$ cat src/rtl/srdl2sv_widget_pkg.sv
// Shared types for the srdl2sv bus-widget register slice and the widgets that feed it.
package srdl2sv_widget_pkg;

    typedef enum logic [1:0] {
        S_IDLE = 2'b00,
        S_WAIT = 2'b01,
        S_RESP = 2'b10
    } slice_fsm_t;

    typedef enum logic {
        READ  = 1'b0,
        WRITE = 1'b1
    } OP_t;

    // Counter width able to hold 0..max; a zero max still yields a legal 1-bit vector.
    function automatic int unsigned cnt_bits(input int unsigned max);
        return (max == 0) ? 1 : $clog2(max + 1);
    endfunction

endpackage

$ cat src/rtl/srdl2sv_widget_if_slice_if.sv
// Request/response bundle used on both sides of the slice: the master drives requests, the slave answers.
interface srdl2sv_widget_if_slice_if #(
    parameter int BUS_BITS  = 32,
    parameter int ADDR_BITS = 32
);
    localparam int BUS_BYTES = BUS_BITS / 8;

    logic                 w_vld;
    logic                 r_vld;
    logic [ADDR_BITS-1:0] addr;
    logic [BUS_BITS-1:0]  w_data;
    logic [BUS_BYTES-1:0] byte_en;
    logic                 rdy;
    logic                 err;
    logic [BUS_BITS-1:0]  r_data;

    modport master (
        output w_vld, r_vld, addr, w_data, byte_en,
        input  rdy, err, r_data
    );

    modport slave (
        input  w_vld, r_vld, addr, w_data, byte_en,
        output rdy, err, r_data
    );

endinterface

$ cat src/rtl/srdl2sv_timeout_cnt.sv
// Saturating wait counter; flags the last permitted cycle of an outstanding register access.
module srdl2sv_timeout_cnt
    import srdl2sv_widget_pkg::*;
#(
    parameter int unsigned MAX = 256
) (
    input  logic HCLK,
    input  logic HRESETn,
    input  logic clr,
    input  logic en,
    output logic expired
);
    localparam int unsigned CW = cnt_bits(MAX);

    logic [CW-1:0] cnt;

    function automatic logic [CW-1:0] sat_inc(input logic [CW-1:0] v);
        return (v == CW'(MAX)) ? v : v + 1'b1;
    endfunction

    always_ff @(posedge HCLK or negedge HRESETn) begin
        if (!HRESETn) begin
            cnt <= '0;
        end else if (clr) begin
            cnt <= '0;
        end else if (en) begin
            cnt <= sat_inc(cnt);
        end
    end

    // Count starts at 0 on the first wait cycle, so MAX-1 marks the MAX-th cycle.
    assign expired = en && (cnt == CW'(MAX - 1));

endmodule

$ cat src/rtl/srdl2sv_widget_if_slice.sv
// Register slice between a bus widget and srdl2sv register logic, with a watchdog that
// turns a register access that never answers into an error response.
module srdl2sv_widget_if_slice
    import srdl2sv_widget_pkg::*;
#(
    parameter int          BUS_BITS       = 32,
    parameter int          ADDR_BITS      = 32,
    parameter int unsigned TIMEOUT_CYCLES = 256
) (
    input  logic                       HCLK,
    input  logic                       HRESETn,
    srdl2sv_widget_if_slice_if.slave   up,
    srdl2sv_widget_if_slice_if.master  dn
);
    localparam int BUS_BYTES = BUS_BITS / 8;

    slice_fsm_t state;
    slice_fsm_t state_nxt;

    OP_t                  op_p1;
    logic [ADDR_BITS-1:0] addr_p1;
    logic [BUS_BITS-1:0]  w_data_p1;
    logic [BUS_BYTES-1:0] byte_en_p1;
    logic                 err_p2;
    logic [BUS_BITS-1:0]  r_data_p2;

    logic accept;
    logic proto_err;
    logic expired;
    logic cnt_clr;
    logic cnt_en;

    // Writes never return data, whatever the register block leaves on its read bus.
    function automatic logic [BUS_BITS-1:0] read_only_data(input OP_t op, input logic [BUS_BITS-1:0] d);
        return (op == READ) ? d : '0;
    endfunction

    assign accept    = (state == S_IDLE) && (up.w_vld ^ up.r_vld);
    assign proto_err = (state == S_IDLE) && up.w_vld && up.r_vld;
    assign cnt_en    = (state == S_WAIT);
    assign cnt_clr   = (state == S_RESP);

    generate
        if (TIMEOUT_CYCLES > 0) begin : g_wdog
            srdl2sv_timeout_cnt #(
                .MAX (TIMEOUT_CYCLES)
            ) u_timeout_cnt (
                .HCLK    (HCLK),
                .HRESETn (HRESETn),
                .clr     (cnt_clr),
                .en      (cnt_en),
                .expired (expired)
            );
        end else begin : g_no_wdog
            assign expired = 1'b0;
        end
    endgenerate

    always_ff @(posedge HCLK or negedge HRESETn) begin
        if (!HRESETn) begin
            state <= S_IDLE;
        end else begin
            state <= state_nxt;
        end
    end

    // dn_rdy is only honoured while waiting, so a late answer after a timeout falls away.
    always_comb begin
        state_nxt = state;
        case (state)
            S_IDLE: begin
                if (proto_err) begin
                    state_nxt = S_RESP;
                end else if (accept) begin
                    state_nxt = S_WAIT;
                end
            end
            S_WAIT: begin
                if (dn.rdy || expired) begin
                    state_nxt = S_RESP;
                end
            end
            S_RESP:  state_nxt = S_IDLE;
            default: state_nxt = S_IDLE;
        endcase
    end

    // Stage p1: request captured at acceptance, held stable towards the registers.
    always_ff @(posedge HCLK or negedge HRESETn) begin
        if (!HRESETn) begin
            op_p1      <= READ;
            addr_p1    <= '0;
            w_data_p1  <= '0;
            byte_en_p1 <= '0;
        end else if (accept) begin
            op_p1      <= up.w_vld ? WRITE : READ;
            addr_p1    <= up.addr;
            w_data_p1  <= up.w_data;
            byte_en_p1 <= up.byte_en;
        end
    end

    // Stage p2: response latched; dn_rdy takes priority over a coincident timeout.
    always_ff @(posedge HCLK or negedge HRESETn) begin
        if (!HRESETn) begin
            err_p2    <= 1'b0;
            r_data_p2 <= '0;
        end else if (proto_err) begin
            err_p2    <= 1'b1;
            r_data_p2 <= '0;
        end else if ((state == S_WAIT) && dn.rdy) begin
            err_p2    <= dn.err;
            r_data_p2 <= read_only_data(op_p1, dn.r_data);
        end else if ((state == S_WAIT) && expired) begin
            err_p2    <= 1'b1;
            r_data_p2 <= '0;
        end
    end

    always_comb begin
        up.rdy    = 1'b0;
        up.err    = 1'b0;
        up.r_data = '0;
        dn.w_vld  = 1'b0;
        dn.r_vld  = 1'b0;
        case (state)
            S_WAIT: begin
                dn.w_vld = (op_p1 == WRITE);
                dn.r_vld = (op_p1 == READ);
            end
            S_RESP: begin
                up.rdy    = 1'b1;
                up.err    = err_p2;
                up.r_data = r_data_p2;
            end
            default: ;
        endcase
    end

    assign dn.addr    = addr_p1;
    assign dn.w_data  = w_data_p1;
    assign dn.byte_en = byte_en_p1;

endmodule

$ cat src/flat_wrapper.sv
// flat-port wrapper written by rule: the top's interface ports become plain ports
module srdl2sv_widget_if_slice_flat import srdl2sv_widget_pkg::*;
#(
    parameter int          BUS_BITS       = 32,
    parameter int          ADDR_BITS      = 32,
    parameter int unsigned TIMEOUT_CYCLES = 256
)
  (HCLK, HRESETn, up_w_vld, up_r_vld, up_addr, up_w_data, up_byte_en, up_rdy, up_err, up_r_data, dn_w_vld, dn_r_vld, dn_addr, dn_w_data, dn_byte_en, dn_rdy, dn_err, dn_r_data);
  srdl2sv_widget_if_slice_if #(.BUS_BITS(BUS_BITS), .ADDR_BITS(ADDR_BITS)) up_i ();
  srdl2sv_widget_if_slice_if #(.BUS_BITS(BUS_BITS), .ADDR_BITS(ADDR_BITS)) dn_i ();
  input  logic HCLK;
  input  logic HRESETn;
  input wire logic [$bits(up_i.w_vld)-1:0] up_w_vld;
  input wire logic [$bits(up_i.r_vld)-1:0] up_r_vld;
  input wire logic [$bits(up_i.addr)-1:0] up_addr;
  input wire logic [$bits(up_i.w_data)-1:0] up_w_data;
  input wire logic [$bits(up_i.byte_en)-1:0] up_byte_en;
  output wire logic [$bits(up_i.rdy)-1:0] up_rdy;
  output wire logic [$bits(up_i.err)-1:0] up_err;
  output wire logic [$bits(up_i.r_data)-1:0] up_r_data;
  output wire logic [$bits(dn_i.w_vld)-1:0] dn_w_vld;
  output wire logic [$bits(dn_i.r_vld)-1:0] dn_r_vld;
  output wire logic [$bits(dn_i.addr)-1:0] dn_addr;
  output wire logic [$bits(dn_i.w_data)-1:0] dn_w_data;
  output wire logic [$bits(dn_i.byte_en)-1:0] dn_byte_en;
  input wire logic [$bits(dn_i.rdy)-1:0] dn_rdy;
  input wire logic [$bits(dn_i.err)-1:0] dn_err;
  input wire logic [$bits(dn_i.r_data)-1:0] dn_r_data;
  assign up_i.w_vld = up_w_vld;
  assign up_i.r_vld = up_r_vld;
  assign up_i.addr = up_addr;
  assign up_i.w_data = up_w_data;
  assign up_i.byte_en = up_byte_en;
  assign up_rdy = up_i.rdy;
  assign up_err = up_i.err;
  assign up_r_data = up_i.r_data;
  assign dn_w_vld = dn_i.w_vld;
  assign dn_r_vld = dn_i.r_vld;
  assign dn_addr = dn_i.addr;
  assign dn_w_data = dn_i.w_data;
  assign dn_byte_en = dn_i.byte_en;
  assign dn_i.rdy = dn_rdy;
  assign dn_i.err = dn_err;
  assign dn_i.r_data = dn_r_data;
  srdl2sv_widget_if_slice #(.BUS_BITS(BUS_BITS), .ADDR_BITS(ADDR_BITS), .TIMEOUT_CYCLES(TIMEOUT_CYCLES)) u_core (.HCLK(HCLK), .HRESETn(HRESETn), .up(up_i), .dn(dn_i));
endmodule
$ cat config.mk
export PLATFORM = sky130hd
export DESIGN_NAME = srdl2sv_widget_if_slice_flat
export DESIGN_NICKNAME = d
export VERILOG_FILES = /design/src/rtl/srdl2sv_widget_pkg.sv /design/src/rtl/srdl2sv_widget_if_slice_if.sv /design/src/rtl/srdl2sv_timeout_cnt.sv /design/src/rtl/srdl2sv_widget_if_slice.sv /design/src/flat_wrapper.sv
export SDC_FILE = /design/constraint.sdc
export NUM_CORES = 1
export LEC_CHECK = 0
export BUFFER_PORTS_ARGS = -buffer_cell sky130_fd_sc_hd__buf_4
export CAP_MARGIN = 20
export CORE_UTILIZATION = 30
export DETAILED_ROUTE_END_ITERATION = 8
export PLACE_DENSITY = 0.53
export SETUP_SLACK_MARGIN = 0.4
export SYNTH_ARGS = -nofsm -noshare
export SYNTH_HDL_FRONTEND = slang
export SYNTH_SLANG_ARGS = --single-unit
$ cat constraint.sdc
create_clock -name HCLK -period 1.95 [get_ports HCLK]
set_clock_uncertainty 0.05 [all_clocks]
set_input_delay 0.39 -clock HCLK [delete_from_list [all_inputs] [get_ports HCLK]]
set_output_delay 0.39 -clock HCLK [all_outputs]
set_load 0.1 [all_outputs]
==> impl_metrics.ini <==
[timing]
worst_pin_slew_ns = 0.446
worst_slack_ns = -0.0799
worst_hold_slack_ns = 0.150
period_minus_slack_ns = 2.03
finalHoldViolations = 0
setup_viol = 36
max_freq_ghz = 0.493
min_period_over_period = 1.04
slew_viol_final = 0
slew-limit-headroom = 0.702
rsz0062_at_grt = true

[global_routing]
met2_usage = 0.294
grt_use_met1 = 0.198
met3_usage = 0.0670
grt_start_max_net_pins = 32
grt_pass1_wl_um = 21000
antenna_found_initial = 0
gr-total-overflow = 0
grt_pass1_vias = 3933
track_usage = 0.171
grt_busiest_layer = met2

[worst_setup_path]
crit_path_start_kind = flip-flop
cp-end-kind = output port
criticalPathCategory = reg -> out
cp_max_fo = 18
required_ns = 1.51
cp.arrival_ns = 1.59

[floorplan]
die_width_um = 127
rows = 45
die_h_um = 127
start_util = 0.308
dieArea_um2 = 16200
coreArea_um2 = 15300
ios = 210

[synth]
synth_cells = 341
ys.flop_type = dfrtp_1
syn-cell-area_um2 = 4710
syn_area_per_cell_um2 = 13.8
yosysUniqueCellTypes = 33
synthArstFlopShare = 1.00
ys_ff_latch = 113
synthTopCellsByArea = dfrtp_1, mux2_2, a22o_1
synth.net_count = 453
ys_seq_area_frac = 0.601
synth_top_area_frac = 0.601
synth_edf_count = 0
synth.largest_area_cell = dfrtp_1
ys_warn_count = 0

[route]
first_iter_violations = 102
wl_per_cell_um = 16.5
drc = 0
vias = 3725
wl_um = 13500
antenna_left = 0
drtPass1Iterations = 4
routed_via_density = 4.54

[cts]
clk_latency_ns = 0.40
clkSinkCount = 113
cts_tree = built
clkTransAtPathRegs_ns = 0.06
cts-root-buf = clkbuf_16
numCtsBuffers = 17
clockBufferDepth = 2
ctsHtreeMaxLevel = 4

[cells_and_area]
nets = 709
antenna-diode-count = 0
final_cell_mix = buf_4, dfrtp_1, mux2_2, buf_12, and2_4
utilization = 0.539
drive_above_1_share = 0.684
final_common_cell = buf_4
area_growth_pct = 74.7

[outcome]
violations = negative setup slack
outcome = complete, but fails checks

[placed_design]
io_buffers = 209
hpwlAfterDp_um = 9180
gp_congestion = 0.795

[flow_run]
maxCapViolations = 0

[min_path]
hp-class = in -> reg
-- flip-flops by register name (all words and copies together), names as in the netlist --
name / count
u_core.dn.addr: 32
u_core.dn.w_data: 32
u_core.r_data_p2: 32
u_core.g_wdog.u_timeout_cnt.cnt: 9
u_core.dn.byte_en: 4
u_core.state: 2
u_core.err_p2: 1
u_core.op_p1: 1
-- worst paths after layout --
kind | from | endpoint | slack (ns) | cells after the start
min in group asynchronous | HRESETn | u_core.dn.w_data[19] | 0.44 | 2
max in group asynchronous | HRESETn | u_core.dn.w_data[9] | 0.83 | 3
hold reg to reg | u_core.dn.addr[7] | u_core.dn.addr[7] | 0.45 | 1
hold / removal | dn_err | u_core.err_p2 | 0.15 | 3
setup reg to reg | u_core.state[1] | u_core.dn.addr[27] | 0.04 | 6
setup / recovery | u_core.state[0] | up_r_data[10] | -0.08 | 5
-- metal layers --
metal	vias up	routed length [µm]
met3	9	879
met5	-	0
met1	1868	5590
li1	1733	-
met2	115	6890
met4	0	157
-- per-stage QoR --
step                setup slack [ns]  instance area [µm²]  setup TNS [ns]  std cells
floorplan                    0.00671                 4910               0        341
global placement              -0.247                 6870           -7.78        769
detailed placement            -0.321                 6870           -9.90        769
CTS                          -0.0802                 8130           -2.32        816
global route                  -0.141                 8230           -4.17        821
finish                       -0.0799                 8230           -1.91        821
-- worst max-delay path, stage by stage (launching register included) --
cell and delay [ns]:
dfrtp_1 0.39, inv_2 0.09, ha_4 0.19, buf_12 0.16
and2_4 0.17, buf_12 0.16
-- cell families (layout without fill, tap and decap cells) --
family          after synthesis  in the layout  synth area share
buf+inv                      30            298            0.0290
xor+xnor                      1              1           0.00186
mux                          72             72             0.180
fa+ha+maj                     6              6            0.0159
compound gates               53             54            0.0925
flops                       113            113             0.601
simple gates                 66             66            0.0800
-- cell type report --
cell class / instances / area, µm²
tap: 211 / 264
inverter: 11 / 45.0
sequential: 113 / 2830
multi-input combinational: 199 / 1980
timing repair buffer: 255 / 2520
clock buffer: 19 / 453
fill: 1326 / 7030
clock inverter: 13 / 138
-- cells in the mapped netlist, types with 2 or more instances --
master	n
and2_1	34
nor2_1	6
or4_1	2
nand3_1	4
o211ai_1	3
or3b_2	2
nor3_1	2
a22o_1	33
buf_2	7
nand2_1	11
inv_1	11
dfrtp_1	113
buf_6	2
mux2_4	10
ha_1	6
a31oi_1	3
nor4_1	2
clkbuf_1	10
mux2_2	61
o21ai_0	4
nor2b_1	2
o41ai_1	2
-- timing repair --
item                                    4_1_cts  5_1_grt
hold endpoints to repair                     24        0
buffers inserted                             13        4
gates resized for setup                     124       12
hold buffers                                  1        0
endpoints found under the setup margin      149      151
cloned                                        1        1
pin swaps                                     9        9
Power is left out: the tool's default activity adds up to more than one toggle a clock period on the data nets, which glitch-free logic cannot reach.
